### src/rtl/multu_seq_if.sv
// multu_seq_if: request/result and ALU hookup signals of the sequential multiplier
//   start, dataA, dataB      : multiply request and operands
//   busy, done, hi, lo       : status and 64-bit product
//   alu_ctl/a/b/cin          : drive into the shared ripple ALU
//   alu_result, alu_carry    : sum and carry-out back from the ALU
//   slave modport = multiplier, master modport = requester plus ALU
interface multu_seq_if #(parameter int WIDTH = 32);
    logic             start;
    logic [WIDTH-1:0] dataA;
    logic [WIDTH-1:0] dataB;
    logic [5:0]       alu_ctl;
    logic [WIDTH-1:0] alu_a;
    logic [WIDTH-1:0] alu_b;
    logic             alu_cin;
    logic [WIDTH-1:0] alu_result;
    logic             alu_carry;
    logic             busy;
    logic             done;
    logic [WIDTH-1:0] hi;
    logic [WIDTH-1:0] lo;
    modport slave (
        input  start, dataA, dataB, alu_result, alu_carry,
        output alu_ctl, alu_a, alu_b, alu_cin, busy, done, hi, lo
    );
    modport master (
        output start, dataA, dataB, alu_result, alu_carry,
        input  alu_ctl, alu_a, alu_b, alu_cin, busy, done, hi, lo
    );
endinterface

### src/rtl/multu_seq.sv
// multu_seq: sequential unsigned WIDTHxWIDTH shift-add multiplier using an external ALU as adder
//   clk, reset : rising-edge clock, synchronous active-high reset
//   bus        : multu_seq_if slave (start/dataA/dataB in, busy/done/hi/lo out, ALU drive and return)
module multu_seq #(
    parameter int         WIDTH   = 32,
    parameter logic [5:0] ADD_CTL = 6'd32
) (
    input logic         clk,
    input logic         reset,
    multu_seq_if.slave  bus
);
    localparam int CW = $clog2(WIDTH);
    typedef enum logic [1:0] {IDLE, RUN, DONE} state_t;
    state_t           state;
    logic [WIDTH-1:0] mcand;
    logic [WIDTH-1:0] hi;
    logic [WIDTH-1:0] lo;
    logic [CW-1:0]    count;
    logic             busy;
    logic             done;
    assign bus.alu_ctl = ADD_CTL;
    assign bus.alu_cin = 1'b0;
    assign bus.alu_a   = (state == RUN) ? hi : '0;
    assign bus.alu_b   = (state == RUN && lo[0]) ? mcand : '0;
    assign bus.hi      = hi;
    assign bus.lo      = lo;
    assign bus.busy    = busy;
    assign bus.done    = done;
    always_ff @(posedge clk) begin
        if (reset) begin
            state <= IDLE;
            mcand <= '0;
            hi    <= '0;
            lo    <= '0;
            count <= '0;
            busy  <= 1'b0;
            done  <= 1'b0;
        end else begin
            case (state)
                IDLE: if (bus.start) begin
                    state <= RUN;
                    mcand <= bus.dataA;
                    lo    <= bus.dataB;
                    hi    <= '0;
                    count <= '0;
                    busy  <= 1'b1;
                end
                RUN: begin
                    // 65-bit {carry,sum,lo} shifted right; the carry becomes hi's MSB
                    {hi, lo} <= {bus.alu_carry, bus.alu_result, lo[WIDTH-1:1]};
                    count    <= count + 1'b1;
                    if (count == CW'(WIDTH - 1)) begin
                        state <= DONE;
                        busy  <= 1'b0;
                        done  <= 1'b1;
                    end
                end
                DONE: begin
                    state <= IDLE;
                    done  <= 1'b0;
                end
                default: begin
                    state <= IDLE;
                    busy  <= 1'b0;
                    done  <= 1'b0;
                end
            endcase
        end
    end
endmodule

### src/flat_wrapper.sv
// flat-port wrapper written by rule: the top's interface ports become plain ports
module multu_seq_flat 
#(
    parameter int         WIDTH   = 32,
    parameter logic [5:0] ADD_CTL = 6'd32
)
  (clk, reset, bus_start, bus_dataA, bus_dataB, bus_alu_result, bus_alu_carry, bus_alu_ctl, bus_alu_a, bus_alu_b, bus_alu_cin, bus_busy, bus_done, bus_hi, bus_lo);
  multu_seq_if #(.WIDTH(WIDTH)) bus_i ();
  input logic clk;
  input logic reset;
  input wire logic [$bits(bus_i.start)-1:0] bus_start;
  input wire logic [$bits(bus_i.dataA)-1:0] bus_dataA;
  input wire logic [$bits(bus_i.dataB)-1:0] bus_dataB;
  input wire logic [$bits(bus_i.alu_result)-1:0] bus_alu_result;
  input wire logic [$bits(bus_i.alu_carry)-1:0] bus_alu_carry;
  output wire logic [$bits(bus_i.alu_ctl)-1:0] bus_alu_ctl;
  output wire logic [$bits(bus_i.alu_a)-1:0] bus_alu_a;
  output wire logic [$bits(bus_i.alu_b)-1:0] bus_alu_b;
  output wire logic [$bits(bus_i.alu_cin)-1:0] bus_alu_cin;
  output wire logic [$bits(bus_i.busy)-1:0] bus_busy;
  output wire logic [$bits(bus_i.done)-1:0] bus_done;
  output wire logic [$bits(bus_i.hi)-1:0] bus_hi;
  output wire logic [$bits(bus_i.lo)-1:0] bus_lo;
  assign bus_i.start = bus_start;
  assign bus_i.dataA = bus_dataA;
  assign bus_i.dataB = bus_dataB;
  assign bus_i.alu_result = bus_alu_result;
  assign bus_i.alu_carry = bus_alu_carry;
  assign bus_alu_ctl = bus_i.alu_ctl;
  assign bus_alu_a = bus_i.alu_a;
  assign bus_alu_b = bus_i.alu_b;
  assign bus_alu_cin = bus_i.alu_cin;
  assign bus_busy = bus_i.busy;
  assign bus_done = bus_i.done;
  assign bus_hi = bus_i.hi;
  assign bus_lo = bus_i.lo;
  multu_seq #(.WIDTH(WIDTH), .ADD_CTL(ADD_CTL)) u_core (.clk(clk), .reset(reset), .bus(bus_i));
endmodule
### config.mk
export PLATFORM = sky130hd
export DESIGN_NAME = multu_seq_flat
export DESIGN_NICKNAME = d
export VERILOG_FILES = /design/src/rtl/multu_seq_if.sv /design/src/rtl/multu_seq.sv /design/src/flat_wrapper.sv
export SDC_FILE = /design/constraint.sdc
export NUM_CORES = 1
export LEC_CHECK = 0
export BUFFER_PORTS_ARGS = -buffer_cell sky130_fd_sc_hd__buf_2
export CAP_MARGIN = 20
export CORE_ASPECT_RATIO = 1.1
export CORE_UTILIZATION = 41
export CTS_CLUSTER_DIAMETER = 80
export DETAILED_ROUTE_END_ITERATION = 7
export PLACE_DENSITY = 0.74
export SYNTH_ARGS = -nofsm -noshare
export SYNTH_HDL_FRONTEND = slang
export SYNTH_SLANG_ARGS = --single-unit
### constraint.sdc
create_clock -name clk -period 1.3 [get_ports clk]
set_input_delay 0.26 -clock clk [delete_from_list [all_inputs] [get_ports clk]]
set_output_delay 0.26 -clock clk [all_outputs]
set_load 0.05 [all_outputs]
==> reports/metrics.yaml, run 1 <==
cts_sinks: 105
synth_edf_count: 0
ys.warnings.count: 0
path_max_fanout: 12
yosysMostFrequentCell: "dfxtp_1"
max_stage_delay_ns: 0.33
async_reset_ff_frac: 0
total_power_w: 0.00920
fin_ws_ns: -0.477
power_density_mw_per_mm2: 1070
clock_tree.buffer_depth: 2
rows: 40
vias: 5181
ant_nets: 0
start_kind: "flop"
cp-end-kind: "primary output"
dr.pass1.iters: 5
grt-ovfl-total: 0
cts_buffers: 9
grt_pass1_vias: 4904
initial_core_util: 0.424
portBuffers: 229
grtUsageTotal: 0.269
cp.required_ns: 1.04
dp_hpwl_mm: 9.50
synth_ff_type: "dfxtp_1"
syn_to_final_growth_pct: 85.1
h-tree-depth: 3
crit_type: "reg2out"
drt-total-wl_mm: 18.7
diodes: 0
fin_worst_skew_ns: 0.00840
grt_setup_unrepaired: "yes"
hold_path.class: "in2reg"
hold_viol: 0
ir_drop_mv: 0.638
setup_viol: 172
synth_top_area_share: 0.452
fin_crit_ns: 1.78
dp.cells: 897
cp.arrival_ns: 1.52
cts_root_buf: "clkbuf_16"
num_io_pins: 237
drc: 0
die_area_mm2: 0.0118
synthTopCellsByCount: "105 x dfxtp_1, 64 x nand2_1, 57 x a21oi_1, 43 x nor2_1, 34 x a22o_1"
fp.dieW_um: 104
clk_latency_ns: 0.35
outcome: "complete, but fails checks"
synth_area_per_cell_um2: 8.64
max_cap_violations: 0
place_area_mm2: 0.00632
dp_worst_setup_slack_ns: -0.229
ys_top_cells_by_area: "dfxtp_1 45%, a22o_1 6.4%, a21oi_1 6.1%"
layout.nets: 910
ys_ff_latch: 105
finalInstanceArea_mm2: 0.00861
drt_iter0_drc: 289
vias_per_cell: 5.40
layout-drive-gt1-share: 0.657
hold_buffers: 0
leakagePower_nw: 3.85
antenna_found_initial: 0
violations: "negative setup slack"
grt_max_degree: 36
routedWlPerCell_um: 19.4
grt_first_pass_wirelength_mm: 25.3
place_congestion: 0.831
synth_seq_area_share: 0.452
report.final.slew_viol_count: 0
path_clk_slew_ns: 0.08
final.fill_count: 670
crit_chain: "nor2b_4 > buf_12 > buf_16 > and3_4 > buf_8"
fin_crit_sh: 1.37
synth_cells: 538
synth_area_mm2: 0.00465
fmax_mhz: 563
design.core.area_mm2: 0.0110
die_y_um: 114
cts_tree: "done"
yosysTopAreaCell: "dfxtp_1"
ys_types: 33
instances_no_fill: 960
slowest_stage: "dfxtp_2"
-- routing by layer --
layer / share of wire / global-route usage
met5: 0 / 0
met4: 0.035 / 0.0966
met3: 0.049 / 0.0326
met2: 0.53 / 0.497
met1: 0.39 / 0.323
-- kinds of logic after synthesis --
| group | Yosys count | share of synthesized area |
|---|---|---|
| AND/OR/NAND/NOR | 276 | 0.335 |
| multiplexers | 1 | 0.00242 |
| flip-flops | 105 | 0.452 |
| other | 2 | 0.00161 |
| buffers and inverters | 56 | 0.0694 |
| adder cells (fa/ha/maj) | 2 | 0.00538 |
| AO/OA/AOI/OAI | 96 | 0.134 |
-- final timing paths --
path,startpoint,end,slack (ns),depth (start not counted)
worst min register to register,u_core.mcand[2]$_SDFFE_PP0P_,u_core.mcand[2]$_SDFFE_PP0P_,0.46,2
worst max-delay path,u_core.state[0]$_SDFFE_PP0P_,bus_alu_b[27],-0.48,5
worst min-delay path,bus_alu_result[16],u_core.bus.hi[15]$_SDFFE_PP0P_,0.13,2
worst max register to register,u_core.state[0]$_SDFFE_PP0P_,u_core.mcand[24]$_SDFFE_PP0P_,-0.38,9
-- per-stage QoR --
stage | utilization | hold WS, ns | TNS, ns
5_1_grt | 0.785 | 0.116 | -63.28
3_3_place_gp | 0.576 | 0.442 | -18.78
6_report | 0.785 | 0.125 | -54.70
2_1_floorplan | - | 0.393 | -4.69
3_5_place_dp | 0.576 | 0.447 | -25.76
4_1_cts | 0.727 | 0.116 | -51.82
-- flip-flops by register name, indices dropped and copies added (netlist names) --
| signal | flops |
|---|---|
| u_core.bus.hi | 32 |
| u_core.bus.lo | 32 |
| u_core.mcand | 32 |
| u_core.count | 5 |
| u_core.state | 2 |
| u_core.bus.busy | 1 |
| u_core.bus.done | 1 |
-- what timing repair did --
action,4_1_cts,5_1_grt
endpoints found under the setup margin,169,185
buffers inserted,22,14
resized for setup,239,175
endpoints found under the hold margin,0,0
pin swaps,23,60
cloned,15,6
-- final cells by class --
cell class | instances | area (um2) | share of cell area
multi-input combinational | 384 | 3090 | 0.359
clock buffer | 10 | 229 | 0.0266
sequential | 105 | 2110 | 0.245
clock inverter | 6 | 76.3 | 0.00887
timing repair buffer | 308 | 2920 | 0.339
tap | 147 | 184 | 0.0214
-- worst max-delay path: cells and delay by family (launching register included) --
kind | cells | cell delay, ns
buf+inv | 3 | 0.43
flops | 1 | 0.33
simple gates | 2 | 0.42
-- where the power goes --
part           total (W)  leakage (nW)  internal, W  switching (W)
sequential       0.00363         0.865      0.00344       0.000193
combinational    0.00277          2.83      0.00113        0.00164
clock            0.00280         0.149      0.00153        0.00127
total            0.00920          3.85      0.00610        0.00311
-- cell usage in the layout, fill, tap and decap left out, types with 21 or more instances in the layout --
cell	n
buf_2	148
dfxtp_1	101
buf_8	61
a21oi_2	35
a22o_1	34
and3_4	33
and2_4	32
buf_4	31
nand2_1	30
nand2b_1	27
buf_6	27
nand2_2	22
a21oi_1	21
No activity file was read; power rests on OpenSTA's default activity.
==> run 2, diff against run 1 <==
--- a/config.mk
+++ b/config.mk
@@ -8,10 +8,11 @@
 export BUFFER_PORTS_ARGS = -buffer_cell sky130_fd_sc_hd__buf_2
 export CAP_MARGIN = 20
 export CORE_ASPECT_RATIO = 1.1
-export CORE_UTILIZATION = 41
+export CORE_MARGIN = 3
+export CORE_UTILIZATION = 49
 export CTS_CLUSTER_DIAMETER = 80
 export DETAILED_ROUTE_END_ITERATION = 7
-export PLACE_DENSITY = 0.74
+export PLACE_DENSITY = 0.83
 export SYNTH_ARGS = -nofsm -noshare
 export SYNTH_HDL_FRONTEND = slang
 export SYNTH_SLANG_ARGS = --single-unit
==> constraint.sdc (replaced) <==
create_clock -name clk -period 2.15 [get_ports clk]
set_input_delay 0.43 -clock clk [delete_from_list [all_inputs] [get_ports clk]]
set_output_delay 0.43 -clock clk [all_outputs]
set_load 0.05 [all_outputs]
==> run 2 against run 1 <==
  * The run now ends clean
  * Clock-buffer cell count up 1
  * Via count shrank 14%
  * Core utilization fell by 12 points
  * Die area fell by 9.1%
  * Non-clock buffer count is 65 lower
  * Power down 49%
  * Combinational power is 61% lower
  * Final cell count fell by 10%
  * Clock power down 48%
  * Largest power group unchanged
==> reports/metrics.yaml, run 2 (synthesis gave the netlist of run 1 again) <==
outcome: "complete, no violations"  # was complete, but fails checks
h-tree-depth: 3  # unchanged
syn_to_final_growth_pct: 29.3  # was 85.1%
grt_pass1_vias: 4228  # was 4904
layout.nets: 843  # was 910
fp.dieW_um: 98.9  # was 104 um
vias_per_cell: 5.19  # was 5.40
max_cap_violations: 0  # unchanged
leakagePower_nw: 3.10  # was 3.85 nW
power_density_mw_per_mm2: 781  # was 1070 mW/mm2
r2r_end: "u_core.bus.lo[23]$_SDFFE_PP0P_"  # was u_core.mcand[24]$_SDFFE_PP0P_
p_int_w: 0.00321  # was 0.00610 W
cp.required_ns: 1.72  # was 1.04 ns
reg2reg_from: "u_core.state[0]$_SDFFE_PP0P_"  # unchanged
path_max_fanout: 58  # was 12
tns_ns: 0  # was -54.70 ns
num_io_pins: 237  # unchanged
max_stage_delay_ns: 0.35  # was 0.33 ns
fin_crit_sh: 0.936
dp_hpwl_mm: 9.03  # was 9.50 mm
netSwitchingFraction: 0.316  # was 0.337
place_area_mm2: 0.00577  # was 0.00632 mm2
drt-total-wl_mm: 12.5  # was 18.7 mm
grt_max_degree: 59  # was 36
reg2reg_slack_ns: 0.45  # was -0.38 ns
die_area_mm2: 0.0107  # was 0.0118 mm2
antenna_found_initial: 0  # unchanged
clockPowerShare: 0.308  # was 0.304
cp-end-kind: "primary output"  # unchanged
top_regs: "u_core.bus.hi: 32 flops, u_core.bus.lo: 32 flops, u_core.mcand: 32 flops"  # unchanged
vias: 4461  # was 5181
clk_latency_ns: 0.35  # about the same
drt_iter0_drc: 328  # was 289
grt_first_pass_wirelength_mm: 19.9  # was 25.3 mm
hold_path.class: "in2reg"  # unchanged
grtUsageTotal: 0.226  # was 0.269
utilization: 0.664  # was 0.785
place_congestion: 0.838  # was 0.831
path_clk_slew_ns: 0.10  # was 0.08 ns
routedWlPerCell_um: 14.5  # was 19.4 um
holdWs_ns: 0.292  # was 0.125 ns
pwr-share-seq: 0.461  # was 0.394
diodes: 0  # unchanged
dr.pass1.iters: 4  # was 5
hold_viol: 0  # unchanged
crit_chain: "nor2b_4 > buf_12 > and3_1 > buf_2"  # was nor2b_4 > buf_12 > buf_16 > and3_4 > buf_8
slowest_stage: "dfxtp_1"  # was dfxtp_2
ant_nets: 0  # unchanged
die_y_um: 108  # was 114 um
final_cell_mix: "229 x buf_2, 105 x dfxtp_1, 64 x nand2_1"  # was 148 x buf_2, 101 x dfxtp_1, 61 x buf_8
fin_crit_ns: 2.01
fmax_mhz: 497
cp.arrival_ns: 1.58  # was 1.52 ns
portBuffers: 229  # unchanged
cts_buffers: 9  # unchanged
initial_core_util: 0.514  # was 0.424
clock_tree.buffer_depth: 2  # unchanged
report.final.slew_viol_count: 0  # unchanged
comb_power_share: 0.231  # was 0.301
layout_commonest_cell: "buf_2"  # unchanged
grt-ovfl-total: 0  # unchanged
drc: 0  # unchanged
p_sw_w: 0.00148  # was 0.00311 W
setup_viol: 0  # was 172
r2r_cells: 5  # was 9
design.core.area_mm2: 0.00905  # was 0.0110 mm2
grt_setup_unrepaired: "no"  # was yes
ir_drop_mv: 0.466  # was 0.638 mV
critPathLaunch: "u_core.state[0]$_SDFFE_PP0P_"  # unchanged
rows: 36  # was 40
fin_worst_skew_ns: 0.0117  # was 0.00840 ns
layout-drive-gt1-share: 0.366  # was 0.657
cts_root_buf: "clkbuf_8"  # was clkbuf_16
cts_sinks: 105  # unchanged
start_kind: "flop"  # unchanged
cts_resized: 0  # was 239
hold_buffers: 0  # unchanged
finalInstanceArea_mm2: 0.00601  # was 0.00861 mm2
crit_type: "reg2out"  # unchanged
postCtsSetupBuffers: 0  # was 22
cts_tree: "done"  # unchanged
crit_end: "bus_alu_b[13]"  # was bus_alu_b[27]
run 2: stage by stage:
step                      setup slack, ns  total power, W  instances
after global placement              0.395         0.00327        844
final                               0.138         0.00470        860
after CTS                           0.105         0.00475        860
after global routing               0.0278         0.00492        860
after detailed placement            0.392         0.00330        844
after floorplan                     0.256         0.00302        543
run 2: layout make-up:
cell class,count,area (um2)
clock buffer,11,141
timing repair buffer,243,1280
tap,114,143
fill,786,3040
multi-input combinational,382,2250
clock inverter,5,103
sequential,105,2100
run 2: worst max-delay path: cells and delay by family (launching register included):
kind,cells,cell delay (ns)
buffers and inverters,2,0.50
flip-flops,1,0.35
AND/OR/NAND/NOR,2,0.38
run 2: routing by layer:
| metal | GRT usage | routed length [um] | vias to the layer above |
|---|---|---|---|
| li1 | - | - | 2225 |
| met1 | 0.263 | 4870 | 2033 |
| met2 | 0.389 | 6410 | 177 |
| met3 | 0.0490 | 841 | 26 |
| met4 | 0.118 | 379 | 0 |
| met5 | 0 | 0 | - |
run 2: how the worst min path moves through the flow:
stage	from	end	cells past startpoint	slack [ns]
after floorplan	u_core.mcand[0]$_SDFFE_PP0P_	u_core.mcand[0]$_SDFFE_PP0P_	2	0.43
after global placement	u_core.mcand[10]$_SDFFE_PP0P_	u_core.mcand[10]$_SDFFE_PP0P_	2	0.44
after detailed placement	u_core.mcand[15]$_SDFFE_PP0P_	u_core.mcand[15]$_SDFFE_PP0P_	2	0.44
after CTS	bus_alu_result[7]	u_core.bus.hi[6]$_SDFFE_PP0P_	2	0.26
after global routing	bus_alu_result[30]	u_core.bus.hi[29]$_SDFFE_PP0P_	2	0.26
final	bus_alu_result[7]	u_core.bus.hi[6]$_SDFFE_PP0P_	2	0.29
run 2: power by group through the flow:
stage	logic, W	clock network (W)	registers, W
after floorplan	0.000511	0	0.00251
after global placement	0.00107	0	0.00220
after detailed placement	0.00109	0	0.00220
after CTS	0.00109	0.00149	0.00216
after global routing	0.00117	0.00157	0.00218
final	0.00109	0.00145	0.00216
==> run 3, diff against run 2 <==
==> constraint.sdc (replaced) <==
create_clock -name clk -period 2.15 [get_ports clk]
set_input_delay 0.43 -clock clk [delete_from_list [all_inputs] [get_ports clk]]
set_output_delay 0.43 -clock clk [all_outputs]
set_load 0.01 [all_outputs]
==> run 3 against run 2 <==
  * First-iteration DRC count down 17%
  * Via count grew 2.2%
  * Core utilization shrank 0.41 points
  * Power down 9.5%
  * Sequential share of layout area increased by 0.22 points
  * Clock power is 7% lower
  * Worst hold slack got worse by 0.0069 ns
  * Global-route usage is 0.37 points higher
  * Die area did not move
  * Register-to-register slack worse by 0.12 ns
  * Final cell count unchanged
  * Critical endpoint is now bus_alu_b[4]
  * Highest routed layer unchanged
==> reports/metrics.yaml, run 3 (synthesis gave the netlist of run 1 again) <==
hold_viol: 0  # unchanged
layout-drive-gt1-share: 0.367  # was 0.366
portBuffers: 229  # unchanged
cp.arrival_ns: 1.55  # was 1.58 ns
reg2reg_slack_ns: 0.33  # was 0.45 ns
cts_root_buf: "clkbuf_8"  # unchanged
path_clk_slew_ns: 0.10  # about the same
fin_crit_ns: 1.98  # was 2.01 ns
holdCritStartpoint: "bus_alu_result[7]"  # unchanged
path_max_fanout: 18  # was 58
die_area_mm2: 0.0107  # unchanged
vias: 4557  # was 4461
grt_pass1_vias: 4333  # was 4228
leakagePower_nw: 3.09  # was 3.10 nW
rows: 36  # unchanged
grtUsageTotal: 0.230  # was 0.226
cp-end-kind: "primary output"  # unchanged
grt-ovfl-total: 0  # unchanged
max_stage_delay_ns: 0.62  # was 0.35 ns
outcome: "complete, no violations"  # unchanged
drt-total-wl_mm: 12.7  # was 12.5 mm
regArea_mm2: 0.00210  # unchanged
num_io_pins: 237  # unchanged
top_regs: "u_core.bus.hi: 32 flops, u_core.bus.lo: 32 flops, u_core.mcand: 32 flops"  # unchanged
grt_max_degree: 55  # was 59
hold_depth: 2  # unchanged
die_y_um: 108  # unchanged
dp_hpwl_mm: 9.23  # was 9.03 mm
tns_ns: 0  # unchanged
power_density_mw_per_mm2: 711  # was 781 mW/mm2
cts_sinks: 105  # unchanged
r2r_end: "u_core.bus.lo[31]$_SDFFE_PP0P_"  # was u_core.bus.lo[23]$_SDFFE_PP0P_
hold_buffers: 0  # unchanged
start_kind: "flop"  # unchanged
hold_path.class: "in2reg"  # unchanged
antenna_found_initial: 0  # unchanged
crit_buf_inv: 2  # unchanged
h-tree-depth: 3  # unchanged
grt_setup_unrepaired: "no"  # unchanged
multi_input_area_mm2: 0.00225  # unchanged
grt_first_pass_wirelength_mm: 20.1  # was 19.9 mm
ir_drop_mv: 0.459  # was 0.466 mV
fin_worst_skew_ns: 0.00952  # was 0.0117 ns
drt_iter0_drc: 271  # was 328
crit_type: "reg2out"  # unchanged
crit_chain: "buf_4 > and3_1 > buf_2"  # was nor2b_4 > buf_12 > and3_1 > buf_2
initial_core_util: 0.514  # unchanged
r2r_cells: 5  # unchanged
whs_endpoint: "u_core.bus.hi[6]$_SDFFE_PP0P_"  # unchanged
syn_to_final_growth_pct: 28.5  # was 29.3%
layout_commonest_cell: "buf_2"  # unchanged
fin_crit_sh: 0.921  # was 0.936
design.core.area_mm2: 0.00905  # unchanged
fmax_mhz: 505  # was 497 MHz
dr.pass1.iters: 4  # unchanged
cts_tree: "done"  # unchanged
ant_nets: 0  # unchanged
total_power_w: 0.00425  # was 0.00470 W
place_congestion: 0.872  # was 0.838
routedWlPerCell_um: 14.7  # was 14.5 um
slowest_stage: "dfxtp_1"  # unchanged
reg2reg_from: "u_core.state[0]$_SDFFE_PP0P_"  # unchanged
final_cell_mix: "229 x buf_2, 105 x dfxtp_1, 64 x nand2_1"  # unchanged
setup_viol: 0  # unchanged
clk_latency_ns: 0.35  # about the same
fp.dieW_um: 98.9  # unchanged
max_cap_violations: 0  # unchanged
vias_per_cell: 5.30  # was 5.19
crit_cells: 3  # was 4
report.final.slew_viol_count: 0  # unchanged
layout.nets: 843  # unchanged
cpLargestDelayFamily: "flip-flops"  # was buffers and inverters
clock_tree.buffer_depth: 2  # unchanged
final.fill_count: 736  # was 786
cp.required_ns: 1.72  # about the same
diodes: 0  # unchanged
cts_buffers: 9  # unchanged
drc: 0  # unchanged
-- run 3: report_power, final --
part | switching (W) | internal, W | leakage, nW
logic | 0.000407 | 0.000322 | 2.11
clock network | 0.000657 | 0.000692 | 0.113
registers | 0.0000937 | 0.00208 | 0.863
-- run 3: layer usage --
| metal | vias up | wire length (um) | GRT usage |
|---|---|---|---|
| met3 | 31 | 899 | 0.0510 |
| met5 | - | 0 | 0 |
| li1 | 2219 | - | - |
| met4 | 0 | 476 | 0.115 |
| met1 | 2121 | 4970 | 0.269 |
| met2 | 186 | 6330 | 0.395 |
-- run 3: cell type report --
type | instances | area share
clock buffer | 10 | 0.0230
clock inverter | 6 | 0.0151
multi-input combinational | 382 | 0.376
sequential | 105 | 0.352
tap | 114 | 0.0239
timing repair buffer | 243 | 0.210
-- run 3: per-stage QoR --
stage                     cells   util  worst slack [ns]  instance area, um2  hold slack, ns
after floorplan             543      -             0.521                4670           0.432
after global placement      844  0.635             0.499                5750           0.439
after detailed placement    844  0.635             0.328                5750           0.446
after CTS                   860  0.660            0.0948                5970           0.266
after global routing        860  0.660            0.0231                5980           0.265
final                       860  0.660             0.170                5980           0.285
-- run 3: worst max-delay path by stage --
stage,endpoint,from
2_1_floorplan,bus_alu_b[13],u_core.state[0]$_SDFFE_PP0P_
3_3_place_gp,u_core.bus.lo[5]$_SDFFE_PP0P_,u_core.state[0]$_SDFFE_PP0P_
3_5_place_dp,u_core.bus.lo[31]$_SDFFE_PP0P_,u_core.state[0]$_SDFFE_PP0P_
4_1_cts,bus_alu_b[27],u_core.state[1]$_SDFFE_PP0P_
5_1_grt,bus_alu_b[8],u_core.bus.lo[0]$_SDFFE_PP0P_
6_report,bus_alu_b[4],u_core.bus.lo[0]$_SDFFE_PP0P_
-- run 3: repair_timing --
item / in CTS / in global routing
gates resized for setup: 0 / 1
endpoints found under the setup margin: 0 / 9
setup buffers: 0 / 0
